## config.mk

```make
export PLATFORM = sky130hd
export DESIGN_NAME = display_scan_controller
export DESIGN_NICKNAME = d
export VERILOG_FILES = /design/src/rtl/display_pkg.sv /design/src/rtl/button_debounce.sv /design/src/rtl/display_scan_controller.sv
export SDC_FILE = /design/constraint.sdc
export NUM_CORES = 1
export LEC_CHECK = 0
export ABC_AREA = 1
export BUFFER_PORTS_ARGS = -buffer_cell sky130_fd_sc_hd__clkbuf_2
export CORE_UTILIZATION = 50
export CTS_CLUSTER_DIAMETER = 50
export DETAILED_ROUTE_END_ITERATION = 6
export PLACE_DENSITY = 0.67
export SYNTH_ARGS = -nofsm -noshare
export SYNTH_HDL_FRONTEND = slang
export SYNTH_SLANG_ARGS = --single-unit
```

## constraint.sdc

```tcl
create_clock -name i_clk -period 2.89 [get_ports i_clk]
set_clock_uncertainty 0.1 [all_clocks]
set_input_delay 0.578 -clock i_clk [delete_from_list [all_inputs] [get_ports i_clk]]
set_output_delay 0.578 -clock i_clk [all_outputs]
set_load 0.02 [all_outputs]
```

## src/rtl/display_pkg.sv

```systemverilog
// Shared types, glyph constants and helpers for the 2-digit status display.
// Pure declarations: no latency, no flow control.
package display_pkg;

  typedef enum logic {IDLE, SHOW} state_t;

  typedef enum logic [1:0] {AC, CO, RE, ERR} code_t;

  // Segment order is {g,f,e,d,c,b,a}, active-high.
  localparam logic [6:0] GLYPH_A     = 7'b1110111;
  localparam logic [6:0] GLYPH_C     = 7'b0111001;
  localparam logic [6:0] GLYPH_O     = 7'b0111111;
  localparam logic [6:0] GLYPH_R     = 7'b1010000;
  localparam logic [6:0] GLYPH_E     = 7'b1111001;
  localparam logic [6:0] GLYPH_BLANK = 7'b0000000;

  function automatic int cnt_w(input int n);
    return (n <= 2) ? 1 : $clog2(n);
  endfunction

  function automatic code_t decode_code(input logic [2:0] sens);
    case (sens)
      3'b100:  return AC;
      3'b010:  return CO;
      3'b001:  return RE;
      default: return ERR;
    endcase
  endfunction

  // Returns {left_glyph, right_glyph}.
  function automatic logic [13:0] code_glyphs(input code_t c);
    case (c)
      AC:      return {GLYPH_A, GLYPH_C};
      CO:      return {GLYPH_C, GLYPH_O};
      RE:      return {GLYPH_R, GLYPH_E};
      default: return {GLYPH_E, GLYPH_R};
    endcase
  endfunction

endpackage

```

## src/rtl/button_debounce.sv

```systemverilog
// Button synchronizer + debouncer: press pulse 2 + DEB_CYCLES cycles after a clean rise.
// No backpressure; o_press is a single-cycle pulse per accepted 0->1 level change.
module button_debounce
  import display_pkg::*;
#(
  parameter int DEB_CYCLES = 250000
) (
  input  logic i_clk,
  input  logic i_rst_n,
  input  logic i_btn,
  output logic o_press
);

  localparam int CW = cnt_w(DEB_CYCLES);

  logic          r_sync1;
  logic          r_sync2;
  logic          r_level;
  logic          r_press;
  logic [CW-1:0] r_cnt;

  always_ff @(posedge i_clk or negedge i_rst_n) begin
    if (!i_rst_n) begin
      r_sync1 <= 1'b0;
      r_sync2 <= 1'b0;
      r_level <= 1'b0;
      r_press <= 1'b0;
      r_cnt   <= '0;
    end else begin
      r_sync1 <= i_btn;
      r_sync2 <= r_sync1;
      r_press <= 1'b0;
      if (r_sync2 == r_level) begin
        r_cnt <= '0;
      end else if (r_cnt == CW'(DEB_CYCLES - 1)) begin
        // Pulse is registered together with the level flip, so it fires once per rise.
        r_cnt   <= '0;
        r_level <= r_sync2;
        r_press <= r_sync2;
      end else begin
        r_cnt <= r_cnt + CW'(1);
      end
    end
  end

  assign o_press = r_press;

endmodule

```

## src/rtl/display_scan_controller.sv

```systemverilog
// Latches sensor code on each debounced press and scans it onto two 7-seg digits for HOLD_CYCLES.
// First segment lit 2 + DEB_CYCLES + 2 cycles after BUTTON rise; no backpressure on the pins.
module display_scan_controller
  import display_pkg::*;
#(
  parameter int DEB_CYCLES  = 250000,
  parameter int SCAN_CYCLES = 50000,
  parameter int HOLD_CYCLES = 150000000
) (
  input  logic       i_clk,
  input  logic       i_rst_n,
  input  logic       i_button,
  input  logic       i_entrada_ac,
  input  logic       i_entrada_co,
  input  logic       i_entrada_re,
  output logic [6:0] o_seg,
  output logic [1:0] o_dig,
  output logic       o_erro
);

  localparam int SW = cnt_w(SCAN_CYCLES);
  localparam int HW = cnt_w(HOLD_CYCLES);

  logic          w_press;
  logic [2:0]    r_sens_s1;
  logic [2:0]    r_sens_s2;
  state_t        r_state;
  state_t        w_state_nxt;
  code_t         r_code;
  logic [HW-1:0] r_hold;
  logic [SW-1:0] r_scan;
  logic          r_sel_right;
  logic          w_hold_done;
  logic [13:0]   w_pair;
  logic [6:0]    w_seg_nxt;
  logic [1:0]    w_dig_nxt;
  logic [6:0]    r_seg;
  logic [1:0]    r_dig;

  button_debounce #(.DEB_CYCLES(DEB_CYCLES)) u_debounce (
    .i_clk   (i_clk),
    .i_rst_n (i_rst_n),
    .i_btn   (i_button),
    .o_press (w_press)
  );

  assign w_hold_done = (r_hold == HW'(HOLD_CYCLES - 1));

  always_ff @(posedge i_clk or negedge i_rst_n) begin
    if (!i_rst_n) r_state <= IDLE;
    else          r_state <= w_state_nxt;
  end

  always_comb begin
    w_state_nxt = r_state;
    case (r_state)
      IDLE:    if (w_press) w_state_nxt = SHOW;
      SHOW:    if (!w_press && w_hold_done) w_state_nxt = IDLE;
      default: w_state_nxt = IDLE;
    endcase
  end

  always_ff @(posedge i_clk or negedge i_rst_n) begin
    if (!i_rst_n) begin
      r_sens_s1   <= 3'b000;
      r_sens_s2   <= 3'b000;
      r_code      <= AC;
      r_hold      <= '0;
      r_scan      <= '0;
      r_sel_right <= 1'b0;
    end else begin
      r_sens_s1 <= {i_entrada_ac, i_entrada_co, i_entrada_re};
      r_sens_s2 <= r_sens_s1;
      if (w_press) r_code <= decode_code(r_sens_s2);

      if (w_press || r_state != SHOW || w_hold_done) r_hold <= '0;
      else                                           r_hold <= r_hold + HW'(1);

      // A press while already showing keeps the scan phase running.
      if (r_state == IDLE) begin
        r_scan      <= '0;
        r_sel_right <= 1'b0;
      end else if (r_scan == SW'(SCAN_CYCLES - 1)) begin
        r_scan      <= '0;
        r_sel_right <= ~r_sel_right;
      end else begin
        r_scan <= r_scan + SW'(1);
      end
    end
  end

  always_comb begin
    w_pair    = code_glyphs(r_code);
    w_seg_nxt = GLYPH_BLANK;
    w_dig_nxt = 2'b00;
    if (r_state == SHOW) begin
      w_dig_nxt = r_sel_right ? 2'b01 : 2'b10;
      w_seg_nxt = r_sel_right ? w_pair[6:0] : w_pair[13:7];
    end
  end

  always_ff @(posedge i_clk or negedge i_rst_n) begin
    if (!i_rst_n) begin
      r_seg <= GLYPH_BLANK;
      r_dig <= 2'b00;
    end else begin
      r_seg <= w_seg_nxt;
      r_dig <= w_dig_nxt;
    end
  end

  assign o_seg  = r_seg;
  assign o_dig  = r_dig;
  assign o_erro = (r_code == ERR);

endmodule

```

==> flow_metrics.py <==
metrics = {
    "routing": {
        "drcViolationCount": 0,
        "routed_wirelength_mm": 8.549,
        "avgViaCountPerCell": 5.014,
        "number_of_drc_violations_after_detailed_routing_iteration_0": 192,
        "drt.antenna.violating_nets": 0,
        "firstDrtPassIters": 4,
        "dr_total_vias": 3550,
        "route.detailed.wl_per_inst_um": 12.07,
    },
    "run_status": {
        "run_status": "complete, no violations",
    },
    "global_route": {
        "first_global_vias": 3368,
        "grt_start_max_net_pins": 40,
        "grtUsageTotal_pct": 21.52,
        "global_route_wire_length_before_repair_mm": 14.95,
        "antenna_found_initial": 0,
        "globalRouteOverflowTotal": 0,
    },
    "synth": {
        "synthTopCellsByArea": "sky130_fd_sc_hd__dfrtp_1, sky130_fd_sc_hd__nand2_1, sky130_fd_sc_hd__nor2_1",
        "seq_area_frac_synth_pct": 48.67,
        "dominant_cell_type_by_area_after_synthesis": "sky130_fd_sc_hd__dfrtp_1",
        "synth_cells": 572,
        "ys_top_cells_by_count": "sky130_fd_sc_hd__nand2_1, sky130_fd_sc_hd__nor2_1, sky130_fd_sc_hd__dfrtp_1",
        "post-synth-top-count-cell": "sky130_fd_sc_hd__nand2_1",
        "ys_types": 29,
        "synthesis.yosys.warnings": 0,
        "synthesis.nets": 581,
        "synth.avg_cell_area_um2": 7.461,
        "synth_async_sr_flop_share_pct": 100.0,
        "synth_flop_cell": "sky130_fd_sc_hd__dfrtp_1",
        "synth_top_cell_area_share_pct": 48.67,
        "yosys_register_bits": 83,
        "post_synth_instance_area_mm2": 0.004268,
        "synth_edf_count": 0,
    },
    "worst_setup_path": {
        "regToRegEndpoint": "r_scan[5]$_DFF_PN0_",
        "path_depth": 8,
        "worstPathCellList": "ha_1 > nand2_1 > nor2_2 > inv_1 > nor2_1 > a21oi_1 > nand2_1 > nor2_1",
        "cp-startpoint": "r_scan[0]$_DFF_PN0_",
        "critical-path-top-delay-family": "simple AND/OR/NAND/NOR gates",
        "critical_path_class": "reg -> reg",
        "critical_path_required_ns": 3.09,
        "critPathArrivalTime_ns": 2.03,
        "critical_path.endpoint": "r_scan[5]$_DFF_PN0_",
        "critical_path.max_fanout": 7,
        "timing.critical_path.buf_inv": 1,
        "setup.worst_path.end_class": "flip-flop",
        "reg2regPathDepth": 8,
        "cp_launch_type": "flip-flop",
        "r2r_start": "r_scan[0]$_DFF_PN0_",
        "worst-r2r-setup-slack_ns": 1.06,
        "timing.critical_path.slowest_stage_cell": "sky130_fd_sc_hd__a21oi_1",
        "critical-path-max-stage-delay_ns": 0.48,
    },
    "timing": {
        "max_freq_mhz": 546.2,
        "hold_viol_final": 0,
        "final_slew_viol_count": 0,
        "min_period_ns": 1.831,
        "worstMarginPinSlew_ns": 0.5715,
        "grt_setup_unrepaired": "false",
        "setup_viol": 0,
        "maxSlewHeadroom_pct": 61.90,
        "period_share_pct": 63.35,
        "fin_setup_tns_ns": 0,
    },
    "finish": {
        "p_r_area_growth_vs_syn_pct": 8.795,
        "post_route_cells_drive_above_1_share_pct": 7.297,
        "number_of_nets_at_the_end_of_the_flow": 607,
        "layout.core_utilization_pct": 56.23,
        "num_antenna_cells": 0,
    },
    "die": {
        "floorplan.die.width_um": 94.39,
        "core_area_mm2": 0.008258,
        "top_level_ports": 16,
        "design.die.area_mm2": 0.008909,
        "initial_utilization_pct": 51.68,
        "die_height_um": 94.39,
        "core.rowCount": 33,
    },
    "pwr": {
        "combinational_share_of_power_pct": 2.2,
        "cellLeakagePower_nw": 1.972,
        "pwr-share-clk_pct": 38.5,
        "net-switching-power_w": 0.0004831,
        "irDropWorstVdd_mv": 0.2308,
        "p_int_w": 0.001500,
        "power_density_mw_per_mm2": 427.2,
        "seqPwrFrac_pct": 59.2,
        "switching_fraction_of_total_power_pct": 24.35,
    },
    "clock_network": {
        "clock_tree.htree_level_count": 3,
        "clock-root-buffer": "sky130_fd_sc_hd__clkbuf_8",
        "tritoncts": "built",
        "sink_count_of_the_clock_tree": 83,
        "clock_insertion_delay_at_the_later_pin_of_the_skew_report_ns": 0.36,
        "clockBufferDepth": 2,
        "post_cts.repair.setup_buffers": 0,
        "cts-buffers-inserted": 9,
        "hold_buffers": 0,
        "worst_setup_hold_path_clk_slew_ns": 0.09,
        "post_cts_resized": 0,
    },
    "placed_design": {
        "detailedPlacementHpwl_mm": 6.321,
        "place.gp.congestion": 0.9498,
        "numPortBuffers": 15,
    },
    "job": {
        "maxCapViolCount": 0,
    },
    "min_path": {
        "hold_path_class": "in -> async",
    },
}
[stage by stage]
| step | hold WS (ns) | setup WS (ns) | cells | power [W] | area [um^2] |
|---|---|---|---|---|---|
| after floorplan | 0.1824 | 1.359 | 572 | 0.001208 | 4268 |
| after global placement | 0.2327 | 1.150 | 692 | 0.001243 | 4469 |
| after detailed placement | 0.2355 | 1.094 | 692 | 0.001245 | 4469 |
| after CTS | 0.08971 | 1.061 | 708 | 0.002013 | 4643 |
| after global routing | 0.09531 | 0.8931 | 708 | 0.002070 | 4643 |
| final | 0.06915 | 1.059 | 708 | 0.001984 | 4643 |
[cell families after synthesis]
kind of cell,after synthesis,synth area share (%)
AND/OR/NAND/NOR,369,35.62
flip-flops,83,48.67
XOR/XNOR,24,4.925
adder cells (fa/ha/maj),3,0.8796
buffers and inverters,68,6.508
AO/OA/AOI/OAI,25,3.401
[sequential cells by signal, summed over array words and instances (netlist names), 2 cells and up]
name	cells
u_debounce.r_cnt	18
r_code	2
r_sens_s2	3
o_dig	2
r_sens_s1	3
r_scan	16
r_hold	28
o_seg	5
[metal layers]
| metal | share of wire [%] | vias up | global-route usage (%) |
|---|---|---|---|
| li1 | - | 1810 | - |
| met1 | 49 | 1665 | 28.41 |
| met2 | 46 | 66 | 35.45 |
| met3 | 4.0 | 9 | 5.395 |
| met4 | 1.1 | 0 | 5.256 |
| met5 | 0 | - | 0 |
[cell type report]
cell class | instances | area, um^2
clock inverter | 6 | 46.29
sequential | 83 | 2077
clock buffer | 10 | 127.6
fill | 806 | 3615
timing repair buffer | 19 | 107.6
inverter | 64 | 240.2
multi-input combinational | 421 | 1913
tap | 105 | 131.4
[layout by cell type (no fill, tap or decap), drive strengths merged]
| cell | Yosys | layout |
|---|---|---|
| nor3b | 2 | 2 |
| inv | 64 | 67 |
| nand3 | 35 | 35 |
| o22ai | 1 | 1 |
| a31oi | 1 | 1 |
| a21o | 1 | 1 |
| nand2 | 156 | 156 |
| xnor2 | 9 | 9 |
| clkinv | 0 | 1 |
| or2 | 1 | 1 |
| ha | 3 | 3 |
| clkinvlp | 0 | 2 |
| buf | 4 | 5 |
| clkbuf | 0 | 24 |
| a211oi | 1 | 1 |
| nor3 | 9 | 9 |
| xor2 | 15 | 15 |
| o21bai | 4 | 4 |
| a21oi | 10 | 10 |
| o211ai | 1 | 1 |
| nand4 | 5 | 5 |
| and2 | 2 | 2 |
| nor2 | 157 | 157 |
| nand3b | 2 | 2 |
| o21ai | 6 | 6 |
| dfrtp | 83 | 83 |
[power by group through the flow]
| stage | logic (W) | registers (W) | clock network, W |
|---|---|---|---|
| final | 0.0000442 | 0.00117 | 0.000765 |
| after global routing | 0.0000527 | 0.00118 | 0.000841 |
| after CTS | 0.0000467 | 0.00118 | 0.000792 |
| after detailed placement | 0.0000466 | 0.00120 | 0 |
| after global placement | 0.0000456 | 0.00120 | 0 |
| after floorplan | 0.0000116 | 0.00120 | 0 |
[how the worst min path moves through the flow]
stage,startpoint,slack (ns),endpoint
final,i_rst_n,0.07,r_sens_s1[2]$_DFF_PN0_
after global routing,i_rst_n,0.1,r_sens_s1[2]$_DFF_PN0_
after CTS,i_rst_n,0.09,r_sens_s1[2]$_DFF_PN0_
after detailed placement,r_sens_s1[1]$_DFF_PN0_,0.24,r_sens_s2[1]$_DFF_PN0_
after global placement,u_debounce.r_sync1$_DFF_PN0_,0.23,u_debounce.r_sync2$_DFF_PN0_
after floorplan,i_rst_n,0.18,o_dig[0]$_DFF_PN0_
(Power assumes the default switching activity.)
